==> config.mk <==
export PLATFORM = sky130hd
export DESIGN_NAME = reset_sequencer
export DESIGN_NICKNAME = d
export VERILOG_FILES = /design/src/rtl/reset_sequencer.sv
export SDC_FILE = /design/constraint.sdc
export NUM_CORES = 1
export LEC_CHECK = 0
export BUFFER_PORTS_ARGS = -buffer_cell sky130_fd_sc_hd__buf_2
export CAP_MARGIN = 15
export CORE_ASPECT_RATIO = 1.5
export CORE_MARGIN = 10
export CORE_UTILIZATION = 40
export DETAILED_ROUTE_END_ITERATION = 10
export GPL_ROUTABILITY_DRIVEN = 0
export GPL_TIMING_DRIVEN = 1
export PLACE_DENSITY_LB_ADDON = 0.2
export SETUP_SLACK_MARGIN = 0.2
export SLEW_MARGIN = 20
export SYNTH_ARGS = -nofsm -noshare
export SYNTH_HDL_FRONTEND = slang
export SYNTH_SLANG_ARGS = --single-unit
==> constraint.sdc <==
create_clock -name clk -period 2.38 [get_ports clk]
set_input_delay 0 -clock clk [delete_from_list [all_inputs] [get_ports clk]]
set_output_delay 0 -clock clk [all_outputs]
set_load 0.02 [all_outputs]
==> src/rtl/reset_sequencer.sv <==
// rtl/reset_sequencer.sv - sequenced multi-domain reset request generator with debounce and ack handshake
module reset_sequencer #(
    parameter int N_OUT           = 2,
    parameter int DEBOUNCE_CYCLES = 50000,
    parameter int HOLD_CYCLES     = 16,
    parameter int STAGE_GAP       = 4,
    parameter int ACK_TIMEOUT     = 1024
) (
    input  logic             clk,
    input  logic             resetn,
    input  logic             btn_resetn,
    input  logic             pll_locked,
    input  logic [N_OUT-1:0] ack_resetn,
    output logic [N_OUT-1:0] out_resetn,
    output logic             busy,
    output logic             done,
    output logic [N_OUT-1:0] timeout_err
);
    localparam int MAX_A = (DEBOUNCE_CYCLES > HOLD_CYCLES) ? DEBOUNCE_CYCLES : HOLD_CYCLES;
    localparam int MAX_B = (STAGE_GAP > ACK_TIMEOUT) ? STAGE_GAP : ACK_TIMEOUT;
    localparam int MAX_C = (MAX_A > MAX_B) ? MAX_A : MAX_B;
    localparam int CW    = $clog2(MAX_C) + 1;
    localparam int DW    = $clog2(DEBOUNCE_CYCLES) + 1;
    localparam int IW    = (N_OUT > 1) ? $clog2(N_OUT) : 1;

    localparam logic [CW-1:0] ACK_LAST  = CW'(ACK_TIMEOUT - 1);
    localparam logic [CW-1:0] HOLD_LAST = CW'(HOLD_CYCLES - 1);
    localparam logic [CW-1:0] GAP_LAST  = CW'(STAGE_GAP - 1);
    localparam logic [DW-1:0] DB_LAST   = DW'(DEBOUNCE_CYCLES - 1);
    localparam logic [DW-1:0] DB_MAX    = DW'(DEBOUNCE_CYCLES);
    localparam logic [IW-1:0] IDX_LAST  = IW'(N_OUT - 1);

    typedef enum logic [2:0] {
        ST_ASSERT,
        ST_HOLD,
        ST_RELEASE,
        ST_WAIT_ACK,
        ST_GAP,
        ST_RUN
    } state_t;

    // Synchronizers carry no reset; power-up values keep the button idle and the PLL unlocked.
    logic [1:0]       btn_sync  = 2'b11;
    logic [1:0]       pll_sync  = 2'b00;
    logic [N_OUT-1:0] ack_sync1 = '0;
    logic [N_OUT-1:0] ack_sync2 = '0;

    always_ff @(posedge clk) begin
        btn_sync  <= {btn_sync[0], btn_resetn};
        pll_sync  <= {pll_sync[0], pll_locked};
        ack_sync1 <= ack_resetn;
        ack_sync2 <= ack_sync1;
    end

    logic             btn_s;
    logic             pll_s;
    logic [N_OUT-1:0] ack_s;

    assign btn_s = btn_sync[1];
    assign pll_s = pll_sync[1];
    assign ack_s = ack_sync2;

    logic [DW-1:0] db_cnt;
    logic          press;

    always_ff @(posedge clk) begin
        if (!resetn) begin
            db_cnt <= '0;
            press  <= 1'b0;
        end else begin
            press <= !btn_s && (db_cnt == DB_LAST);
            if (btn_s) begin
                db_cnt <= '0;
            end else if (db_cnt != DB_MAX) begin
                db_cnt <= db_cnt + 1'b1;
            end
        end
    end

    state_t           state, state_next;
    logic [CW-1:0]    cnt, cnt_next;
    logic [IW-1:0]    idx, idx_next;
    logic [N_OUT-1:0] out_q, out_next;
    logic [N_OUT-1:0] err_q, err_next;
    logic             abort;

    always_ff @(posedge clk) begin
        if (!resetn) begin
            state <= ST_ASSERT;
            cnt   <= '0;
            idx   <= '0;
            out_q <= '0;
            err_q <= '0;
            busy  <= 1'b1;
            done  <= 1'b0;
        end else begin
            state <= state_next;
            cnt   <= cnt_next;
            idx   <= idx_next;
            out_q <= out_next;
            err_q <= err_next;
            busy  <= (state_next != ST_RUN);
            done  <= (state_next == ST_RUN);
        end
    end

    always_comb begin
        state_next = state;
        cnt_next   = cnt;
        idx_next   = idx;
        out_next   = out_q;
        err_next   = err_q;
        abort      = !pll_s || press;

        case (state)
            ST_ASSERT: begin
                out_next = '0;
                if (ack_s == '0) begin
                    state_next = ST_HOLD;
                    cnt_next   = '0;
                end else if (cnt == ACK_LAST) begin
                    state_next = ST_HOLD;
                    cnt_next   = '0;
                    err_next   = err_q | ack_s;
                end else begin
                    cnt_next = cnt + 1'b1;
                end
            end
            ST_HOLD: begin
                if ((cnt >= HOLD_LAST) && pll_s && btn_s) begin
                    state_next = ST_RELEASE;
                    cnt_next   = '0;
                    idx_next   = '0;
                end else if (cnt < HOLD_LAST) begin
                    cnt_next = cnt + 1'b1;
                end
            end
            ST_RELEASE: begin
                out_next[idx] = 1'b1;
                state_next    = ST_WAIT_ACK;
                cnt_next      = '0;
            end
            ST_WAIT_ACK: begin
                if (ack_s[idx] || (cnt == ACK_LAST)) begin
                    if (!ack_s[idx]) begin
                        err_next[idx] = 1'b1;
                    end
                    cnt_next   = '0;
                    state_next = (idx == IDX_LAST) ? ST_RUN : ST_GAP;
                end else begin
                    cnt_next = cnt + 1'b1;
                end
            end
            ST_GAP: begin
                if (cnt == GAP_LAST) begin
                    idx_next   = idx + 1'b1;
                    state_next = ST_RELEASE;
                    cnt_next   = '0;
                end else begin
                    cnt_next = cnt + 1'b1;
                end
            end
            ST_RUN: begin
                cnt_next = '0;
            end
            default: begin
                state_next = ST_ASSERT;
                cnt_next   = '0;
            end
        endcase

        // During ASSERT/HOLD a press or PLL loss is already covered by HOLD's release gate.
        if (abort && (state == ST_RELEASE || state == ST_WAIT_ACK ||
                      state == ST_GAP || state == ST_RUN)) begin
            state_next = ST_ASSERT;
            out_next   = '0;
            idx_next   = '0;
            cnt_next   = '0;
        end
    end

    assign out_resetn  = out_q;
    assign timeout_err = err_q;
endmodule

# Yosys cells after proc, flatten, opt, wreduce, memory -nomap -nowiden
# Index checks and enable logic that the tools add are counted.
[classes] eq_ne=18 n_lt_le_gt_ge=4 bitwise=4 n_mux=28 n_addsub=3 n_reduce_logical=21
[op_table] op="$mux 17" n=6
[op_table] op="$pmux 17 s4" n=1
[op_table] op="$add 17x1->17 const B" n=2
[op_table] op="$mux 3" n=6
[op_table] op="$pmux 3 s6" n=1
[op_table] op="$eq 17x10->1 const B" n=1
[op_table] op="$eq 17x16->1 const B" n=1
[op_table] op="$eq 17x2->1 const B" n=1
[op_table] op="$ge 17x4->1 const B" n=1
[op_table] op="$lt 17x4->1 const B" n=1
[op_table] op="$ne 17x16->1 const B" n=1
[op_table] op="$ne 2x2->1 const B" n=6
[op_table] op="$eq 3x3->1 const B" n=3
[op_table] op="$mux 2" n=4
[op_table] op="$pmux 2 s2" n=2
[op_table] op="$eq 3x2->1 const B" n=2
[op_table] op="$mux 1" n=6
[op_table] op="$ne 3x3->1 const B" n=2
[op_table] op="$or 2x2->2" n=3
[op_table] op="$reduce_bool 2->1" n=3
[op_table] op="$logic_and 1x1->1" n=5
[op_table] op="$logic_or 1x1->1" n=5
[op_table] op="$reduce_and 5->1" n=1
[op_table] op="$reduce_or 2->1" n=2
[op_table] op="11 further kinds" n=12
[totals] output_inout_bits=6 inputBits=6 register_bits=53 word_cells=91

# Longest topological paths before layout
# Gate-level depths: netlist of run 1.
[depth] depth_word=8 depth_mapped=8 ltp_nobuf=7

# Worst setup path after synthesis of run 1
# No wires, ideal clock.
[synth_timing] path_kind="register to register" from="reg cnt[0]" to="reg cnt[14]" required_ns=2.265 n_path_buf=1 path_stages_with_launch=9 slack_ns=0.452 period_less_slack_ns=1.928 setup_ns=0.115 arrival_ns=1.813 cell_sequence="dfxtp_1 ha_1 nand3_1 nor3_1 nand2_1 a221o_2 nand2_4 buf_6 nor2_1"
[synth_via] elab_chain_len=5 word_cells_on_any_way=16 cone_classes="1 x add/sub; 2 x order compare; 3 x eq/ne; 7 x mux; 3 x reduce/logical"
[synth_lines] element="from (decl)" line_no="81" rtl="logic [CW-1:0] cnt, cnt_next;"
[synth_lines] element="from (signal assigned)" line_no="98" rtl="cnt <= cnt_next;"
[synth_lines] element="$ge 17x4->1" line_no="130" rtl="if ((cnt >= HOLD_LAST) && pll_s && btn_s) begin"
[synth_lines] element="$logic_and 1x1->1 (2 in series)" line_no="130"
[synth_lines] element="$mux 17" line_no="130"
[synth_lines] element="$pmux 17 s4" line_no="115" rtl="case (state)"
# Several ways; a longest one is shown, not always the timed one. The select of a mux whose other input is x is not followed.
# A chain may end at the register's enable or synchronous reset.

# Final worst setup path of run 1
[layout_timing] from="reg cnt[4]" to="reg cnt[10]"
# Same word-level chain as after synthesis.

==> metrics, run 1 <==
status=complete, no violations; FFs w/ async S/R, synth=0%; WL final=~4500 um; vias in the first global route=between 1500 and 2000; CTS Buf Count=5; clk sinks=53; CP max FO=17; Initial Util=between 40% and 50%; H-tree levels=2; Final Skew=~0.016 ns; nets=296; Synth Net Count=~270; fin crit period=approximately 2.0 ns; YS warnings=0; Rows=33; Worst Setup Start Kind=register; Final ANT Viol Nets=0; Pins Over Slew Limit=0; Non-Filler Instances=between 300 and 400; total core area=between 5000 and 6000 um2; initial antenna violation count=0; Critical Path End Type=register; Maximum Capacitance Violations=0; Primary FF master, synth=dfxtp_1; initial drt markers=55; FF+latch count, synth=53; area leader, netlist=dfxtp_1; Clk pin slew, worst setup/hold paths=0.11 ns; Leakage Power=around 0.97 nW; top cell type's share of synthesized area=a little under half; post-synth cell types=47; Slew headroom=52.21%; Post-Place Cell Area=2449 um2; area grow syn2layout=14.10%; Overall Global Routing Usage=about 10%; setup TNS=0 ns; TritonRoute pass-1 iters=4; detailed placement HPWL=around 3300 um; Gate Count Post-Synth=roughly 260; top-count cell post-synth=dfxtp_1; port bufs=11; sequential area share after synthesis=between 40% and 50%; RSZ-0062 raised after global routing=no; Worst-Skew Late Latency=about 0.31 ns; final hold viol count=0; PD cells=592.6 nW/um2; Final Cycle Share=a little under nine tenths; Register-to-Register Setup Slack=0.35 ns; Max Freq=just under 500 MHz; Total Die Area=~9300 um2; DR vias=around 1800; share of layout cells above drive strength 1=between 10 and 15%; Worst Path Required=between 2 and 3 ns; Boundary Pins=12; routed vias/inst=between 5 and 6; grt ovf=0; clock tree from TritonCTS=done; height of the chip=approximately 110 um; Die Width=roughly 82 um; number of synthesized flops with an enable pin=0; Fin Hold WS=approximately 0.32 ns; n_diodes=0; Mapped Area=~2300 um2; Post-synth top cells=dfxtp_1 (53), nor2_1 (46), nand2_1 (19), xor2_1 (18), nand3_1 (13); number of setup violations in the final report=0; HP Class=input port to register; Cells after DPL=around 340; syn_area_per_cell=8.739 um2; WS Path Type=register to register; clock root cell=clkbuf_8; Arr. time, crit path=approximately 2.2 ns; top cells by area, synth=dfxtp_1 (46%), nor2_1 (7.5%), xor2_1 (6.8%); first-pass GRT wire length=between 7000 and 8000 um; fin area=2633 um2; Slew @ Worst Pin=0.7168 ns; # DRC=0; clock buffer depth=2; largest net degree at the start of global routing=19; VDD IR-drop max=around 0.35 mV; wire per inst=12.48 um
==> metal layers <==
| metal | part of all wire (%) | GRT usage [%] |
|---|---|---|
| met4 | 2.4 | 4.214 |
| met5 | 0 | 0 |
| met2 | 52 | 17.68 |
| met3 | 3.4 | 2.536 |
| met1 | 42 | 10.79 |
==> registers in the layout, summed over array words and instances, names as in the netlist <==
signal and flops:
timeout_err 2, ack_s 2, idx 1, pll_sync 2
cnt 17, btn_sync 2, out_resetn 2, db_cnt 17
done 1, press 1, ack_sync1 2, state 3
busy 1
==> placed cells by master, fill, tap and decap left out, types with 5 or more instances in the layout <==
cell,netlist,routed
nor3_1,10,9
buf_2,1,11
nor2_1,46,46
inv_1,8,8
nand2_1,19,19
xor2_1,18,18
dfxtp_1,53,53
nor4_1,6,6
clkbuf_8,0,5
xnor2_1,10,10
nand4_1,7,7
buf_4,0,6
nand3_1,13,12
a21oi_1,11,10
dlygate4sd3_1,0,5
==> cells by family after synthesis <==
group	Yosys count	share of synthesized area [%]
flops	53	45.99
compound gates	34	9.762
buf+inv	14	2.657
fa+ha+maj	3	1.627
xor+xnor	28	10.63
simple gates	128	27.55
mux	4	1.790
==> critical path, stage by stage, from the launching register on <==
cell and delay [ns]:
dfxtp_1 0.37, nor4_1 0.31, nand4_1 0.12, buf_4 0.18
or2_1 0.25, a221o_2 0.41, nand2_4 0.18, o31ai_1 0.10
==> report_power, final <==
group	switching (mW)	internal (mW)
registers	0.0153	0.905
clock network	0.312	0.213
logic	0.0658	0.0498
==> stage by stage <==
step           total power, mW  setup slack, ns  utilization [%]
2_1_floorplan            1.022           0.4520                -
3_3_place_gp             1.045           0.2764            44.26
3_5_place_dp             1.047           0.1877            44.26
4_1_cts                  1.582           0.2301            46.95
5_1_grt                  1.622           0.2329            47.58
6_report                 1.560           0.3468            47.58
==> final timing paths <==
kind	start	end	cells past startpoint
max	cnt[4]$_SDFFE_PP0P_	cnt[10]$_SDFFE_PP0P_	7
min	ack_resetn[0]	ack_sync1[0]$_DFF_P_	2
max reg2reg	cnt[4]$_SDFFE_PP0P_	cnt[10]$_SDFFE_PP0P_	7
min reg2reg	ack_sync1[0]$_DFF_P_	ack_s[0]$_DFF_P_	0
==> area by class of cell <==
| type | instances | area, um2 |
|---|---|---|
| clock inverters | 3 | 25.02 |
| inverters | 8 | 30.03 |
| flip-flops and latches | 53 | 1061 |
| well taps | 70 | 87.58 |
| fillers | 577 | 2900 |
| multi-input cells | 197 | 1210 |
| repair buffers | 22 | 150.1 |
| clock buffers | 5 | 68.82 |
==> timing repair <==
action                                  in CTS  in global routing
endpoints found under the setup margin      18                 18
resized for setup                            1                  4
pin swaps                                    0                  2
endpoints found under the hold margin        7                  0
buffers inserted                             0                  2
hold buffers                                 5                  0
No activity file was read; power rests on OpenSTA's default activity.
==> run 2, diff against run 1 <==
- ABC_AREA: default -> 1
==> run 2 against run 1 <==
  * Sequential cell count is the same
  * Clock power grew 20%
  * Cell count grew 44%
  * Critical path depth is 3 higher
  * Largest power group unchanged
  * Total power increased by 5.5%
==> metrics, run 2 <==
Register-to-Register Setup Slack=0.49 ns; status=complete, no violations; Cells after DPL=503; Mapped Area=roughly 2800 um2; Critical Path End Type=register; Maximum Capacitance Violations=0; HP Class=input port to register; Largest regs=cnt x17, db_cnt x17, state x3; commonest non-fill, non-tap cells in the layout=nand2_1 (113), inv_1 (66), dfxtp_1 (53); CP max FO=11; Worst-Skew Late Latency=between 0.3 and 0.4 ns; WL final=~6100 um; H-tree levels=2; top cells by area, synth=dfxtp_1 (39%), nand2_1 (15%), inv_1 (9.0%); detailed placement HPWL=~4800 um; Rows=37; Slew @ Worst Pin=roughly 0.7 ns; Pins Over Slew Limit=0; reg-to-reg endpoint=cnt[2]$_SDFFE_PP0P_; wire per inst=11.84 um; area leader, netlist=dfxtp_1; CTS Buf Count=5; Synth Net Count=~430; routed vias/inst=4.897; Worst Path Required=roughly 2.6 ns; first-pass GRT wire length=between 10000 and 15000 um; syn_area_per_cell=about 6.6 um2; Highest Signal Layer=met4; sequential area share after synthesis=38.56%; vias in the first global route=2428; Leakage Power=approximately 1.4 nW; total core area=6759 um2; n_diodes=0; top-count cell post-synth=nand2_1; Die Width=approximately 88 um; Worst R2R Start=cnt[0]$_SDFFE_PP0P_; top cell type's share of synthesized area=between 30% and 40%; RSZ-0062 raised after global routing=no; number of setup violations in the final report=0; DR vias=about 2500; grt ovf=0; YS warnings=0; Gate Count Post-Synth=between 400 and 500; DRT met1 WL=about 2500 um; Slew headroom=roughly 52%; crit path launch=cnt[0]$_SDFFE_PP0P_; WS Path Type=register to register; WL met2=between 3000 and 4000 um; most common cell after layout, fill and taps aside=nand2_1; Initial Util=approximately two fifths; Arr. time, crit path=2.10 ns; fin crit period=approximately 1.9 ns; nets=roughly 450; Primary FF master, synth=dfxtp_1; FF+latch count, synth=53; critical path endpoint=cnt[2]$_SDFFE_PP0P_; Max Freq=approximately 530 MHz; Final Skew=around 0.0043 ns; Fill cells=between 700 and 800; clock root cell=clkbuf_8; DR WL met3=roughly 180 um; CTS resizes=0; Boundary Pins=12; VDD IR-drop max=0.4943 mV; FFs w/ async S/R, synth=0%; largest net degree at the start of global routing=17; final hold viol count=0; clock tree from TritonCTS=done; post-synth cell types=33; FF-to-FF path depth=10; number of synthesized flops with an enable pin=0; # DRC=0; initial antenna violation count=0; initial drt markers=between 100 and 150; TritonRoute pass-1 iters=4; PD cells=between 500 and 600 nW/um2; share of layout cells above drive strength 1=under 10%; Non-Filler Instances=~520; height of the chip=roughly 120 um; register area=approximately 1100 um2; Overall Global Routing Usage=between 10% and 20%; clock buffer depth=2; clk sinks=53; setup TNS=0 ns; Post-synth top cells=nand2_1 (113), inv_1 (66), dfxtp_1 (53), nor2_1 (43), nand3_1 (32); Final ANT Viol Nets=0; area grow syn2layout=10.32%; Total Die Area=between 10000 and 15000 um2; Worst Setup Start Kind=register; Final Cycle Share=between 70% and 80%; port bufs=11; Clk pin slew, worst setup/hold paths=0.09 ns; Multi-input gate area=about 1400 um2
[run 2: cell count changes in the layout (fill, tap and decap cells not counted), sizes merged, moves of 5 or more]
cell and delta:
nand2 +96, inv +63, a21oi +20, nand3 +20, xor2 -11, o21ai +10, xnor2 -8, nor4 -5
[run 2: final cells by class]
cell class                      instances  area share, %
Multi-Input combinational cell        285          44.64
Sequential cell                        53          34.95
Inverter                               72          8.904
Timing Repair Buffer                   20          4.452
Tap cell                               78          3.215
Clock buffer                            7          2.844
Clock inverter                          1         0.9893
[run 2: stage by stage]
step	cell area [um2]	hold WS (ns)	worst slack [ns]	total power, mW	utilization [%]
finish	3035	0.3271	0.4872	1.646	44.91
floorplan	2751	0.02772	0.8274	1.007	-
detailed placement	2869	0.1047	0.5174	1.033	42.45
global route	3035	0.3250	0.2844	1.718	44.91
global placement	2869	0.1041	0.5616	1.031	42.45
CTS	3035	0.3133	0.4795	1.670	44.91
[run 2: kinds of logic after synthesis]
family | synth area share, %
xor gates and xnor gates | 2.865
and+or+nand+nor | 34.20
adders and majority gates | 1.364
DFF | 38.56
buffers and inverters | 12.19
AOI/OAI and AO/OA | 10.82
[run 2: repair_timing]
action | CTS | global route
endpoints found under the hold margin | 6 | 0
endpoints found under the setup margin | 0 | 0
setup buffers | 0 | 0
hold buffers | 5 | 0
[run 2: per-layer routing]
layer	vias to the layer above	GRT usage (%)
met4	0	5.900
met1	1141	12.33
met5	-	0
met2	26	22.63
li1	1350	-
met3	10	2.405
[run 2: report_power, final]
part           switching [mW]  internal, mW  leakage [nW]
Clock                   0.286         0.343        0.0585
Sequential             0.0119         0.903         0.431
Combinational          0.0676        0.0347         0.901
[run 2: how the worst min path moves through the flow]
stage / to / slack, ns / start / cells past startpoint
final: ack_sync1[1]$_DFF_P_ / 0.33 / ack_resetn[1] / 2
after global routing: ack_sync1[0]$_DFF_P_ / 0.32 / ack_resetn[0] / 2
after detailed placement: ack_sync1[0]$_DFF_P_ / 0.10 / ack_resetn[0] / 1
after global placement: ack_sync1[1]$_DFF_P_ / 0.10 / ack_resetn[1] / 1
after floorplan: ack_sync1[0]$_DFF_P_ / 0.03 / ack_resetn[0] / 0
after CTS: btn_sync[0]$_DFF_P_ / 0.31 / btn_resetn / 2
[run 2: worst max-delay path, cell delays in order, from the launching register on]
cell	delay, ns
dfxtp_1	0.40
ha_1	0.24
nand3_1	0.16
nor3_2	0.22
nand2_2	0.12
nand2_1	0.07
nand2_1	0.05
inv_1	0.06
nand2_2	0.14
nand2_1	0.24
nor2_1	0.08
==> run 3, diff against run 2 <==
- clock period: 2.38 -> 1.8 ns (I/O delays scaled with it)
==> run 3 against run 2 <==
  * Sequential share of layout area shrank 3.1 points
  * Cell count grew 3.9%
  * Clock skew grew 0.0025 ns
  * Combinational power grew 84%
  * Hold slack lost 0.0015 ns
  * Setup slack lost 0.22 ns
  * Critical path type unchanged
==> metrics, run 3 (synthesized netlist as in run 2, its figures left out) <==
status=complete, no violations; DR vias=~2700; Highest Signal Layer=met4; Worst R2R Start=cnt[9]$_SDFFE_PP0P_; Overall Global Routing Usage=about an eighth; clock tree from TritonCTS=done; CP max FO=4; Largest regs=cnt x17, db_cnt x17, state x3; slowest cell delay on critical path=about 0.37 ns; Arr. time, crit path=about 1.8 ns; WS Path Type=register to register; height of the chip=between 100 and 150 um; Boundary Pins=12; largest net degree at the start of global routing=16; min-delay src=pll_locked; Total Die Area=about 11000 um2; WL final=about 7000 um; PD cells=636.9 nW/um2; Leakage Power=between 1.5 and 2 nW; WL met2=around 3900 um; final hold viol count=0; Maximum Capacitance Violations=0; FF-to-FF path depth=10; TritonRoute pass-1 iters=4; Slew headroom=70.31%; area grow syn2layout=24.24%; Final Skew=between 0.006 and 0.007 ns; Rows=37; Clk pin slew, worst setup/hold paths=0.09 ns; wire per inst=about 13 um; most common cell after layout, fill and taps aside=nand2_1; n_diodes=0; Multi-input gate area=roughly 1600 um2; fin crit period=roughly 1.5 ns; Pins Over Slew Limit=0; total core area=between 6000 and 7000 um2; routed vias/inst=between 5 and 6; initial antenna violation count=0; Worst-Skew Late Latency=0.31 ns; first-pass GRT wire length=around 11000 um; detailed placement HPWL=between 5000 and 6000 um; reg-to-reg endpoint=done$_SDFF_PN0_; RSZ-0062 raised after global routing=yes; register area=between 1000 and 1500 um2; Register-to-Register Setup Slack=about 0.26 ns; clk sinks=between 50 and 60; Final Power=approximately 2.2 mW; nets=around 470; Final Cycle Share=a little under nine tenths; Initial Util=just over 40%; Hold Path End=pll_sync[0]$_DFF_P_; share of layout cells above drive strength 1=between 20% and 30%; worst path cell trace=nand2_1, inv_2, nand3_1, nor2_2, nand2_2, buf_4, nand3_1, nand4_1, nand2_2, inv_1; Die Width=between 80 and 90 um; Fill cells=688; vias in the first global route=between 2000 and 3000; Slew @ Worst Pin=0.4413 ns; grt ovf=0; Place WS=~0.034 ns; CTS Buf Count=5; # DRC=0; cell at the slowest stage of the critical path=dfxtp_2; Worst Path Required=between 2 and 2.5 ns; final worst slack=0.2631 ns; VDD IR-drop max=around 0.53 mV; clock root cell=clkbuf_8; Fin Hold WS=0.3256 ns; Critical Path End Type=register; clock buffer depth=2; number of setup violations in the final report=0; DRT met1 WL=roughly 2600 um; WHS Path Cells=2; Final ANT Viol Nets=0; port bufs=11; HP Class=input port to register; commonest non-fill, non-tap cells in the layout=nand2_1 (107), inv_1 (64), dfxtp_1 (36); Max Freq=about 650 MHz; initial drt markers=between 100 and 150; setup TNS=0 ns; Worst Setup Start Kind=register; DR WL met3=approximately 190 um; H-tree levels=2
## run 3: layout make-up
| type | instances | share of cell area, % |
|---|---|---|
| clock buffers | 5 | 2.013 |
| inverters | 72 | 8.053 |
| clock inverters | 2 | 1.025 |
| flip-flops and latches | 53 | 31.88 |
| repair buffers | 40 | 8.565 |
| multi-input cells | 286 | 45.61 |
| well taps | 78 | 2.855 |
## run 3: worst max path at each step
stage,start,endpoint,slack [ns],depth (start not counted)
detailed placement,cnt[1]$_SDFFE_PP0P_,cnt[15]$_SDFFE_PP0P_,0.03,10
floorplan,cnt[0]$_SDFFE_PP0P_,cnt[10]$_SDFFE_PP0P_,0.25,11
global placement,cnt[1]$_SDFFE_PP0P_,cnt[15]$_SDFFE_PP0P_,0.1,10
finish,cnt[9]$_SDFFE_PP0P_,done$_SDFF_PN0_,0.26,10
CTS,cnt[1]$_SDFFE_PP0P_,done$_SDFF_PN0_,0.20,10
global route,db_cnt[1]$_SDFFE_PP0P_,db_cnt[15]$_SDFFE_PP0P_,0.08,8
## run 3: stage by stage
| step | cell area (um2) | instances | util [%] |
|---|---|---|---|
| floorplan | 2751 | 418 | - |
| global placement | 2952 | 514 | 43.67 |
| detailed placement | 2952 | 514 | 43.67 |
| CTS | 3207 | 531 | 47.45 |
| global route | 3418 | 536 | 50.57 |
| finish | 3418 | 536 | 50.57 |
## run 3: repair_timing
action / in CTS / in global routing
gates resized for setup: 15 / 61
endpoints found under the hold margin: 6 / 0
endpoints found under the setup margin: 21 / 30
pin swaps: 5 / 20
buffers inserted: 5 / 4
hold buffers: 5 / 0
cloned: 0 / 1
## run 3: per-layer routing
layer  global-route usage (%)  vias to the layer above
met3                    2.538                       20
met5                        0                        -
met4                    6.800                        0
met2                    24.73                       40
li1                         -                     1385
met1                    11.72                     1264
## run 3: power breakdown
part / switching, mW / internal, mW / leakage (nW)
clock: 0.376 / 0.404 / 0.0540
sequential: 0.0178 / 1.19 / 0.440
combinational: 0.121 / 0.0665 / 1.06
total: 0.515 / 1.66 / 1.55
## run 3: critical path: cells and delay by family (launching register included)
family / cells / cell delay [ns]
buf+inv: 3 / 0.27
flops: 1 / 0.37
simple gates: 7 / 0.81
